### config.mk
export PLATFORM = sky130hd
export DESIGN_NAME = mem_initiator_flat
export DESIGN_NICKNAME = d
export VERILOG_FILES = /design/src/rtl/mem_if_pkg.sv /design/src/rtl/mem_initiator_if.sv /design/src/rtl/mem_lane_unit.sv /design/src/rtl/mem_initiator.sv /design/src/flat_wrapper.sv
export SDC_FILE = /design/constraint.sdc
export NUM_CORES = 1
export LEC_CHECK = 0
export CORE_MARGIN = 1.5
export CORE_UTILIZATION = 45
export DETAILED_ROUTE_END_ITERATION = 10
export GPL_ROUTABILITY_DRIVEN = 0
export MAX_ROUTING_LAYER = met4
export PLACE_DENSITY = 0.78
export SYNTH_ARGS = -nofsm -noshare
export SYNTH_HDL_FRONTEND = slang
export SYNTH_HIERARCHICAL = 1
export SYNTH_SLANG_ARGS = --single-unit
### constraint.sdc
create_clock -name clk -period 2.6 [get_ports clk]
set_clock_uncertainty 0.15 [all_clocks]
set_input_delay 0.52 -clock clk [delete_from_list [all_inputs] [get_ports clk]]
set_output_delay 0.52 -clock clk [all_outputs]
set_load 0.005 [all_outputs]
### src/rtl/mem_if_pkg.sv
// Shared types for the load/store initiator: access sizes, FSM states and
// big-endian lane positions used to locate bytes and halves inside a RAM word.
package mem_if_pkg;

  typedef enum logic [1:0] {
    BYTE    = 2'b00,
    HALF    = 2'b01,
    WORD    = 2'b10,
    ILLEGAL = 2'b11
  } mem_size_t;

  typedef enum logic [2:0] {
    IDLE,
    RD_ISSUE,
    RD_CAPT,
    WR_ISSUE,
    RMW_RD,
    RMW_CAPT,
    RMW_WR,
    RESP
  } mem_state_t;

  // Big-endian: the lowest byte address sits in the most significant lane.
  localparam logic [4:0] BYTE0_SHIFT = 5'd24;
  localparam logic [4:0] BYTE1_SHIFT = 5'd16;
  localparam logic [4:0] BYTE2_SHIFT = 5'd8;
  localparam logic [4:0] BYTE3_SHIFT = 5'd0;
  localparam logic [4:0] HALF0_SHIFT = 5'd16;
  localparam logic [4:0] HALF1_SHIFT = 5'd0;

  localparam logic [31:0] BYTE_MASK = 32'h0000_00FF;
  localparam logic [31:0] HALF_MASK = 32'h0000_FFFF;

  function automatic logic [4:0] lane_shift(input logic [1:0] addr_lo, input mem_size_t size);
    logic [4:0] sh;
    sh = 5'd0;
    case (size)
      BYTE: begin
        case (addr_lo)
          2'b00:   sh = BYTE0_SHIFT;
          2'b01:   sh = BYTE1_SHIFT;
          2'b10:   sh = BYTE2_SHIFT;
          default: sh = BYTE3_SHIFT;
        endcase
      end
      HALF:    sh = addr_lo[1] ? HALF1_SHIFT : HALF0_SHIFT;
      default: sh = 5'd0;
    endcase
    return sh;
  endfunction

  function automatic logic req_is_bad(input logic [1:0] addr_lo, input mem_size_t size);
    logic bad;
    case (size)
      BYTE:    bad = 1'b0;
      HALF:    bad = addr_lo[0];
      WORD:    bad = (addr_lo != 2'b00);
      default: bad = 1'b1;
    endcase
    return bad;
  endfunction

endpackage

### src/rtl/mem_initiator_if.sv
// Request/response port of the CPU memory stage plus the single-port RAM bus.
// master = the initiator, slave = the CPU side and RAM together.
interface mem_initiator_if #(
  parameter int ADDR_W = 32
);
  // Request handshake: a request transfers on the rising edge where
  // req_valid && req_ready; the requester holds all req_* fields stable until
  // then. The response has no backpressure: resp_valid is a one-cycle pulse.
  logic              req_valid;
  logic              req_ready;
  logic              req_write;
  logic [1:0]        req_size;
  logic              req_signed;
  logic [ADDR_W-1:0] req_addr;
  logic [31:0]       req_wdata;

  logic              resp_valid;
  logic [31:0]       resp_rdata;
  logic              resp_err;

  logic [31:0]       mem_address;
  logic              mem_write;
  logic              mem_read;
  logic [31:0]       mem_writedata;
  logic [31:0]       mem_readdata;

  modport master (
    input  req_valid, req_write, req_size, req_signed, req_addr, req_wdata,
    input  mem_readdata,
    output req_ready, resp_valid, resp_rdata, resp_err,
    output mem_address, mem_write, mem_read, mem_writedata
  );

  modport slave (
    output req_valid, req_write, req_size, req_signed, req_addr, req_wdata,
    output mem_readdata,
    input  req_ready, resp_valid, resp_rdata, resp_err,
    input  mem_address, mem_write, mem_read, mem_writedata
  );

endinterface

### src/rtl/mem_lane_unit.sv
// Combinational lane logic: extracts and extends a load lane from a RAM word,
// and merges a right-aligned byte/half into a RAM word for read-modify-write.
module mem_lane_unit
  import mem_if_pkg::*;
(
  input  logic [31:0] data_i,
  input  logic [31:0] new_i,
  input  logic [1:0]  addr_lo_i,
  input  mem_size_t   size_i,
  input  logic        signed_i,
  output logic [31:0] load_o,
  output logic [31:0] merge_o
);

  logic [4:0]  shift;
  logic [31:0] lane_data;
  logic [31:0] lane_mask;

  assign shift     = lane_shift(addr_lo_i, size_i);
  assign lane_data = data_i >> shift;

  always_comb begin
    load_o    = data_i;
    lane_mask = 32'hFFFF_FFFF;
    case (size_i)
      BYTE: begin
        load_o    = {{24{signed_i & lane_data[7]}}, lane_data[7:0]};
        lane_mask = BYTE_MASK << shift;
      end
      HALF: begin
        load_o    = {{16{signed_i & lane_data[15]}}, lane_data[15:0]};
        lane_mask = HALF_MASK << shift;
      end
      default: begin
        load_o    = data_i;
        lane_mask = 32'hFFFF_FFFF;
      end
    endcase
  end

  // Shifting new_i places its low byte/half on the lane; the mask drops the rest.
  assign merge_o = (data_i & ~lane_mask) | ((new_i << shift) & lane_mask);

endmodule

### src/rtl/mem_initiator.sv
// Load/store initiator: turns one byte-addressed request at a time into
// word-addressed accesses on a one-cycle-latency single-port RAM.
module mem_initiator
  import mem_if_pkg::*;
#(
  parameter int ADDR_W = 32
) (
  input  logic              clk,
  input  logic              reset,
  mem_initiator_if.master   bus,
  output mem_state_t        dbg_state_o
);

  mem_state_t        state_q, state_d;
  logic [ADDR_W-1:0] addr_q;
  mem_size_t         size_q;
  logic              signed_q;
  logic [31:0]       wdata_q;
  logic              resp_valid_q;
  logic              resp_err_q;
  logic [31:0]       resp_rdata_q;

  logic              accept;
  logic              req_bad;
  mem_size_t         req_size;
  logic              rd_strobe;
  logic              wr_strobe;
  logic              issue;
  logic [31:0]       lane_data_in;
  logic [31:0]       lane_load;
  logic [31:0]       lane_merge;

  assign req_size = mem_size_t'(bus.req_size);
  assign req_bad  = req_is_bad(bus.req_addr[1:0], req_size);
  assign accept   = bus.req_valid && bus.req_ready;

  always_comb begin
    state_d   = state_q;
    rd_strobe = 1'b0;
    wr_strobe = 1'b0;
    issue     = 1'b0;
    case (state_q)
      IDLE: begin
        if (accept) begin
          if (req_bad)                state_d = RESP;
          else if (!bus.req_write)    state_d = RD_ISSUE;
          else if (req_size == WORD)  state_d = WR_ISSUE;
          else                        state_d = RMW_RD;
        end
      end
      RD_ISSUE: begin
        rd_strobe = 1'b1;
        issue     = 1'b1;
        state_d   = RD_CAPT;
      end
      RD_CAPT:  state_d = RESP;
      WR_ISSUE: begin
        wr_strobe = 1'b1;
        issue     = 1'b1;
        state_d   = RESP;
      end
      RMW_RD: begin
        rd_strobe = 1'b1;
        issue     = 1'b1;
        state_d   = RMW_CAPT;
      end
      RMW_CAPT: state_d = RMW_WR;
      RMW_WR: begin
        wr_strobe = 1'b1;
        issue     = 1'b1;
        state_d   = RESP;
      end
      RESP:     state_d = IDLE;
      default:  state_d = IDLE;
    endcase
  end

  // Read data is only meaningful in the two capture states.
  assign lane_data_in = (state_q == RD_CAPT || state_q == RMW_CAPT) ? bus.mem_readdata : 32'd0;

  mem_lane_unit u_lane (
    .data_i    (lane_data_in),
    .new_i     (wdata_q),
    .addr_lo_i (addr_q[1:0]),
    .size_i    (size_q),
    .signed_i  (signed_q),
    .load_o    (lane_load),
    .merge_o   (lane_merge)
  );

  always_ff @(posedge clk) begin
    if (reset) begin
      state_q      <= IDLE;
      addr_q       <= '0;
      size_q       <= BYTE;
      signed_q     <= 1'b0;
      wdata_q      <= 32'd0;
      resp_valid_q <= 1'b0;
      resp_err_q   <= 1'b0;
      resp_rdata_q <= 32'd0;
    end else begin
      state_q      <= state_d;
      resp_valid_q <= (state_d == RESP);
      if (accept) begin
        addr_q       <= bus.req_addr;
        size_q       <= req_size;
        signed_q     <= bus.req_signed;
        wdata_q      <= bus.req_wdata;
        resp_err_q   <= req_bad;
        resp_rdata_q <= 32'd0;
      end
      if (state_q == RD_CAPT)  resp_rdata_q <= lane_load;
      if (state_q == RMW_CAPT) wdata_q      <= lane_merge;
    end
  end

  // Strobes are gated by reset directly so an in-flight RMW write never lands.
  assign bus.req_ready     = (state_q == IDLE) && !reset;
  assign bus.mem_read      = rd_strobe && !reset;
  assign bus.mem_write     = wr_strobe && !reset;
  assign bus.mem_address   = issue ? 32'(addr_q[ADDR_W-1:2]) : 32'd0;
  assign bus.mem_writedata = wr_strobe ? wdata_q : 32'd0;
  assign bus.resp_valid    = resp_valid_q;
  assign bus.resp_err      = resp_err_q;
  assign bus.resp_rdata    = resp_rdata_q;
  assign dbg_state_o       = state_q;

endmodule

### src/flat_wrapper.sv
// flat-port wrapper written by rule: the top's interface ports become plain ports
module mem_initiator_flat import mem_if_pkg::*;
#(
  parameter int ADDR_W = 32
)
  (clk, reset, dbg_state_o, bus_req_valid, bus_req_write, bus_req_size, bus_req_signed, bus_req_addr, bus_req_wdata, bus_mem_readdata, bus_req_ready, bus_resp_valid, bus_resp_rdata, bus_resp_err, bus_mem_address, bus_mem_write, bus_mem_read, bus_mem_writedata);
  mem_initiator_if #(.ADDR_W(ADDR_W)) bus_i ();
  input  logic clk;
  input  logic reset;
  output mem_state_t dbg_state_o;
  input wire logic [$bits(bus_i.req_valid)-1:0] bus_req_valid;
  input wire logic [$bits(bus_i.req_write)-1:0] bus_req_write;
  input wire logic [$bits(bus_i.req_size)-1:0] bus_req_size;
  input wire logic [$bits(bus_i.req_signed)-1:0] bus_req_signed;
  input wire logic [$bits(bus_i.req_addr)-1:0] bus_req_addr;
  input wire logic [$bits(bus_i.req_wdata)-1:0] bus_req_wdata;
  input wire logic [$bits(bus_i.mem_readdata)-1:0] bus_mem_readdata;
  output wire logic [$bits(bus_i.req_ready)-1:0] bus_req_ready;
  output wire logic [$bits(bus_i.resp_valid)-1:0] bus_resp_valid;
  output wire logic [$bits(bus_i.resp_rdata)-1:0] bus_resp_rdata;
  output wire logic [$bits(bus_i.resp_err)-1:0] bus_resp_err;
  output wire logic [$bits(bus_i.mem_address)-1:0] bus_mem_address;
  output wire logic [$bits(bus_i.mem_write)-1:0] bus_mem_write;
  output wire logic [$bits(bus_i.mem_read)-1:0] bus_mem_read;
  output wire logic [$bits(bus_i.mem_writedata)-1:0] bus_mem_writedata;
  assign bus_i.req_valid = bus_req_valid;
  assign bus_i.req_write = bus_req_write;
  assign bus_i.req_size = bus_req_size;
  assign bus_i.req_signed = bus_req_signed;
  assign bus_i.req_addr = bus_req_addr;
  assign bus_i.req_wdata = bus_req_wdata;
  assign bus_i.mem_readdata = bus_mem_readdata;
  assign bus_req_ready = bus_i.req_ready;
  assign bus_resp_valid = bus_i.resp_valid;
  assign bus_resp_rdata = bus_i.resp_rdata;
  assign bus_resp_err = bus_i.resp_err;
  assign bus_mem_address = bus_i.mem_address;
  assign bus_mem_write = bus_i.mem_write;
  assign bus_mem_read = bus_i.mem_read;
  assign bus_mem_writedata = bus_i.mem_writedata;
  mem_initiator #(.ADDR_W(ADDR_W)) u_core (.clk(clk), .reset(reset), .bus(bus_i), .dbg_state_o(dbg_state_o));
endmodule
After elaboration in Yosys (flattened, before gate mapping)
Cells that the tools add are included.

storage, ports and cells
  register bits after elaboration = 104
  input bits = 103
  output and inout bits = 104
  word-level logic and storage cells = 69

cells by class
  eq/ne operators = 13
  shifts and indexed selects = 4
  mux-type cells = 21
  bitwise logic cells = 6
  reduce and logical (&&, ||, !) cells = 17

operator list
  kind                                                  count
  two-way mux 32 bit                                    6
  one-hot mux 32 bit (2 select lines)                   2
  AND 32 bit                                            2
  inverter 32 bit                                       1
  OR 32 bit                                             1
  << shifter 16 x 5 -> 32 bit (first input constant)    1
  << shifter 32 x 5 -> 32 bit                           1
  << shifter 8 x 5 -> 32 bit (first input constant)     1
  >> shifter 32 x 5 -> 16 bit                           1
  two-way mux 30 bit                                    1
  one-hot mux 3 bit (6 select lines)                    1
  equality test 3 bit (second input constant)           5
  one-hot mux 5 bit (3 select lines)                    1
  two-way mux 3 bit                                     4
  one-hot mux 5 bit (2 select lines)                    1
  equality test 2 x 1 -> 1 bit (second input constant)  3
  equality test 3 x 2 -> 1 bit (second input constant)  2
  zero test 2 bit                                       3
  nonzero test 2 bit                                    3
  two-way mux 5 bit                                     1
  equality test 2 bit (second input constant)           2
  logical AND 1 bit                                     4
  OR reduction 2 bit                                    2
  OR reduction 4 bit                                    1
  8 further kinds                                       11

Logic depth before layout (Yosys ltp)
  depth after elaboration = 9
  depth in mapped cells = 13
  depth with buffers taken out = 10

By module
Netlist, hierarchy kept.

by module, submodules not included
  module         instances  cells an instance  area each (um^2)  seq. area each (um^2)
  mem_initiator  1          628                5062.4            2082.0
  mem_lane_unit  1          232                1500.2            0.0

Worst setup path after synthesis
No wires, ideal clock.

  kind = register to register
  start point = reg u_core.state_q[0] (netlist: u_core/dbg_state_o[0])
  end point = reg u_core.resp_rdata_q[23] (netlist: u_core/bus.resp_rdata[23])
  setup time = 70 ps
  arrival = 2197 ps
  required time = 2380 ps
  setup slack = 183 ps
  cell stages (with the launch flop) = 14
  path buffers = 3
  period minus slack after synthesis = 2417 ps
  path through = dfxtp_1 buf_2 nor2_1 nand2_1 nand2_1 clkbuf_1 and2_1 mux2i_1 nor3b_1 o31ai_4 buf_6 nand2_1 nand2_1 a21oi_1

between the ends
  longest elaborated chain between the ends = 7
  elaborated cells between the ends (all ways) = 13
  those cells by class = 2 x eq/ne; 1 x shift; 3 x mux; 2 x bitwise; 5 x reduce/logical

ends and longest elaborated chain
  element                                                              RTL line                                  text
  from (decl)                                                          mem_initiator.sv:14                       mem_state_t state_q, state_d;
  from (signal assigned)                                               mem_initiator.sv:102                      state_q <= state_d;
  equality test 3 x 2 -> 1 bit or equality test 3 bit (tied branches)  mem_initiator.sv:79                       assign lane_data_in = (state_q == RD_CAPT || state_q == RMW_CAPT) ? bus.mem_readdata : 32'd0;
  logical OR 1 bit *                                                   mem_initiator.sv:79
  two-way mux 32 bit *                                                 mem_initiator.sv:79
  via u_core.lane_data_in[15]                                          mem_initiator.sv:29                       logic [31:0] lane_data_in;
  >> shifter 32 x 5 -> 16 bit *                                        mem_lane_unit.sv:20                       assign lane_data = data_i >> shift;
  AND 1 bit, on equally long branches                                  mem_lane_unit.sv:31, mem_lane_unit.sv:27
  one-hot mux 32 bit (2 select lines) *                                mem_lane_unit.sv:25                       case (size_i)
  via u_core.lane_load[23]                                             mem_initiator.sv:30                       logic [31:0] lane_load;
  two-way mux 32 bit *                                                 mem_initiator.sv:112                      if (state_q == RD_CAPT) resp_rdata_q <= lane_load;
  to (signal assigned)                                                 mem_initiator.sv:112
  to (decl)                                                            mem_initiator.sv:21                       logic [31:0] resp_rdata_q;

Mark *: on every way through the listed nets, which the timed path passes. The rest lies on a longest branch.
A chain may end at the register's enable or synchronous reset.

Worst setup path after layout
  start point = reg u_core.state_q[0] (netlist: u_core/dbg_state_o[0])
  end point = out bus_mem_address[29]

between the ends
  longest elaborated chain between the ends = 4
  elaborated cells between the ends (all ways) = 7
  those cells by class = 4 x eq/ne; 2 x mux; 1 x reduce/logical

ends and longest elaborated chain
  element                                               RTL line              text
  equality test 3 x 1 -> 1 bit (tied with other cells)  mem_initiator.sv:42   case (state_q)
  OR reduction 4 bit (no source line) *                 n/a
  two-way mux 1 bit *                                   mem_initiator.sv:42
  two-way mux 30 bit *                                  mem_initiator.sv:121  assign bus.mem_address = issue ? 32'(addr_q[ADDR_W-1:2]) : 32'd0;
  to (decl)                                             flat_wrapper.sv:22    output wire logic [$bits(bus_i.mem_address)-1:0] bus_mem_address;

Every way passes the cells marked *; elsewhere a longest branch is shown, timed or not.

==> results.yml <==
clocking:
  postCtsHoldBufs: 0
  numClockSinks: 104
  cts_buffer_depth: 2
  cts_buffers: 9
  root_buffer: "clkbuf_16"
  cts_max_level: 3
  cts_tree: "built"
  path_clk_slew_ns: 0.07
  worstSkewPairLatency_ns: 0.35
routing:
  ant_nets: 0
  drc: 0
  dr.pass1.iters: 5
  vias: 6875
  viasPerCell: 5.640
  drt_iter0_drc: 665
  wl_per_cell_um: 17.76
  wl_mm: 21.65
global_route:
  grt_pass1_vias: 6140
  grt_antenna_before_repair: 0
  grt-ovfl-total: 0
  grt_usage_pct: 28.40
  grt_pass1_wl_mm: 32.88
  grt_max_degree: 89
final_layout:
  diodes: 0
  nNetsFinal: 1137
  drive_gt1_share_pct: 11.93
  syn2layout_area_growth_pct: 41.14
  utilization_pct: 65.96
setup_path:
  timing.rr.start: "u_core/dbg_state_o[2]"
  path_class: "flop to output port"
  crit_start: "u_core/dbg_state_o[0]"
  crit_path_start_kind: "flop"
  worst_ep_arrival_time_ns: 1.89
  r2r_end: "u_core/bus.resp_rdata[14]"
  cp.required_ns: 1.93
  rr_worst_depth: 13
  path_max_fanout: 15
  r2r_slack_ns: 0.18
  critPathCaptureType: "output port"
power:
  p_per_area_nw_per_um2: 751.8
  ir_drop_v: 0.0004204
  leakagePower_nw: 4.313
  power.total_mw: 6.963
sta:
  rsz0062_at_grt: "false"
  maxSlewViolCount: 0
  max_freq_mhz: 390.9
  hold_viol: 0
  tightest_slew_ns: 1.099
  period_minus_slack_ns: 2.558
  timing.final.setup_violations: 0
  min_period_over_period_pct: 98.39
  max_slew_margin_pct: 26.76
floorplan:
  die-height_um: 123.8
  die_x_um: 123.8
  core_area_um2: 14040
  rows: 43
  dieArea_um2: 15320
  num_io_pins: 207
  initial_core_util_pct: 46.73
job:
  drv.max_cap_violation_count: 0
yosys:
  synth_mux_area_share_pct: 5.186
  synth_seq_area_share_pct: 31.73
  synth_area_um2: 6563
  synth_top_cell_area_share_pct: 31.73
  synth-edff-count: 0
  syn_inst: 860
  synthSimpleGateAreaFrac_pct: 35.94
  synth_compound_area_share_pct: 19.79
  synth_top_area_cell: "dfxtp_1"
  yosysWarnings: 6
  synth_top_family_by_area: "simple AND/OR/NAND/NOR gates"
  synth-xor-area-share_pct: 0.2669
  ys_top_cells_by_area: "dfxtp_1 32%, nand2_1 13%, a311oi_2 7.3%, and2_1 6.0%, nand3b_1 4.2%"
  yosys.area_share.adder_pct: 0
  synth_cell_type_count: 52
  ys_ff_latch: 104
  avgSynthCellArea_um2: 7.631
  async_flop_share_pct: 0
  synth-main-ff-cell: "dfxtp_1"
place:
  dp_hpwl_mm: 14.77
  port_buffers: 204
min_path:
  min_to: "u_core/bus.resp_err"
  hold_depth: 2
  hold_path_class: "flop to flop"
  min_from: "u_core/bus.resp_err"
run_status:
  status: "finished clean"
## kinds of logic after synthesis
logic type,after synthesis
AOI/OAI and AO/OA,151
xor gates and xnor gates,2
buffers and inverters,89
DFF,104
muxes,33
other,1
and+or+nand+nor,480
## worst max-delay path by stage
stage	to	slack, ns	depth (start not counted)
global route	bus_mem_address[6]	0.0008	6
detailed placement	u_core/bus.resp_rdata[12]	0.03	8
global placement	u_core/bus.resp_rdata[14]	0.08	8
finish	bus_mem_address[29]	0.04	6
floorplan	u_core/bus.resp_rdata[23]	0.18	13
CTS	bus_mem_writedata[15]	-0.03	6
## worst max-delay path: stages (launching register included)
cell and delay, ns:
dfxtp_2 0.33, buf_6 0.13, xor2_4 0.17, buf_6 0.14, buf_12 0.13, and2_1 0.12, clkdlybuf4s50_1 0.52
## state kept, by name (all words and copies together) (netlist names)
name                   cells
u_core/addr_q             32
u_core/bus.resp_err        1
u_core/bus.resp_rdata     32
u_core/bus.resp_valid      1
u_core/dbg_state_o         3
u_core/signed_q            1
u_core/size_q              2
u_core/wdata_q            32
## power by group
| group | switching (mW) | leakage (nW) | internal, mW | total [mW] |
|---|---|---|---|---|
| logic | 1.84 | 3.30 | 1.52 | 3.36 |
| registers | 0.251 | 0.847 | 1.85 | 2.10 |
| clock network | 0.611 | 0.165 | 0.895 | 1.51 |
## synth_stat cells, types with 2 or more instances
library cell	number
nand2_1	232
nor3_1	2
buf_8	5
a221o_1	7
xor2_1	2
o31ai_1	9
a21oi_1	36
nand3_1	34
clkbuf_2	2
inv_1	2
o22ai_1	6
a22o_1	7
buf_1	5
clkbuf_1	44
and2_1	63
buf_2	22
a221oi_1	7
buf_4	7
o21ai_0	17
a311oi_2	32
dfxtp_1	104
o21ai_1	2
nor3b_1	4
nor2_1	41
nor4_1	3
mux2_2	8
o21a_1	3
and3_1	32
mux2i_1	25
nor2b_1	22
buf_6	2
a211oi_1	17
nand3b_1	37
## metrics by stage
step           setup TNS [ns]  cells  hold slack [ns]  worst slack, ns  area [um^2]
3_3_place_gp                0   1192           0.2926          0.07826         8711
2_1_floorplan               0    861           0.2948           0.1829         6566
6_report                    0   1219           0.3093          0.04196         9263
3_5_place_dp                0   1192           0.3086          0.02972         8711
4_1_cts              -0.03135   1214           0.3185         -0.03135         9111
5_1_grt                     0   1219           0.3406        0.0007629         9263
## per-layer routing
| layer | part of all wire [%] | GRT usage, % | vias to the layer above |
|---|---|---|---|
| li1 | - | - | 3318 |
| met1 | 43 | 39.49 | 3207 |
| met2 | 47 | 42.47 | 312 |
| met3 | 7.5 | 3.205 | 38 |
| met4 | 2.4 | 10.56 | 0 |
| met5 | 0 | - | - |
## cell usage in the layout, fill, tap and decap left out, types with 3 or more instances in the layout
| master | instances |
|---|---|
| nand2_1 | 230 |
| nand3_1 | 34 |
| and2_1 | 61 |
| dlygate4sd2_1 | 21 |
| mux2_2 | 8 |
| o31ai_1 | 9 |
| mux2i_1 | 25 |
| nor2b_1 | 22 |
| dfxtp_1 | 102 |
| a21oi_1 | 36 |
| o21ai_0 | 17 |
| nor2_1 | 40 |
| clkbuf_16 | 10 |
| o21a_1 | 3 |
| nand3b_1 | 37 |
| and3_1 | 31 |
| a22o_1 | 7 |
| a221oi_1 | 7 |
| a211oi_1 | 17 |
| clkdlybuf4s50_1 | 151 |
| buf_6 | 5 |
| dlymetal6s2s_1 | 31 |
| buf_12 | 4 |
| a221o_1 | 7 |
| o22ai_1 | 6 |
| buf_4 | 35 |
| a311oi_2 | 32 |
## final cells by class
cell class              instances  area (um^2)
well taps                     180        225.2
clock buffers                  11        252.7
repair buffers                249         2535
fillers                      1219         4780
flip-flops and latches        104         2085
clock inverters                 5        78.83
inverters                       2        7.507
multi-input cells             668         4079
## timing repair
| item | in CTS | in global routing |
|---|---|---|
| endpoints found under the setup margin | 64 | 68 |
| pin swaps | 1 | 3 |
| gates resized for setup | 30 | 37 |
| gates cloned | 1 | 1 |
| hold endpoints to repair | 0 | 0 |
| buffers inserted | 5 | 4 |
No activity file was read; power rests on OpenSTA's default activity.
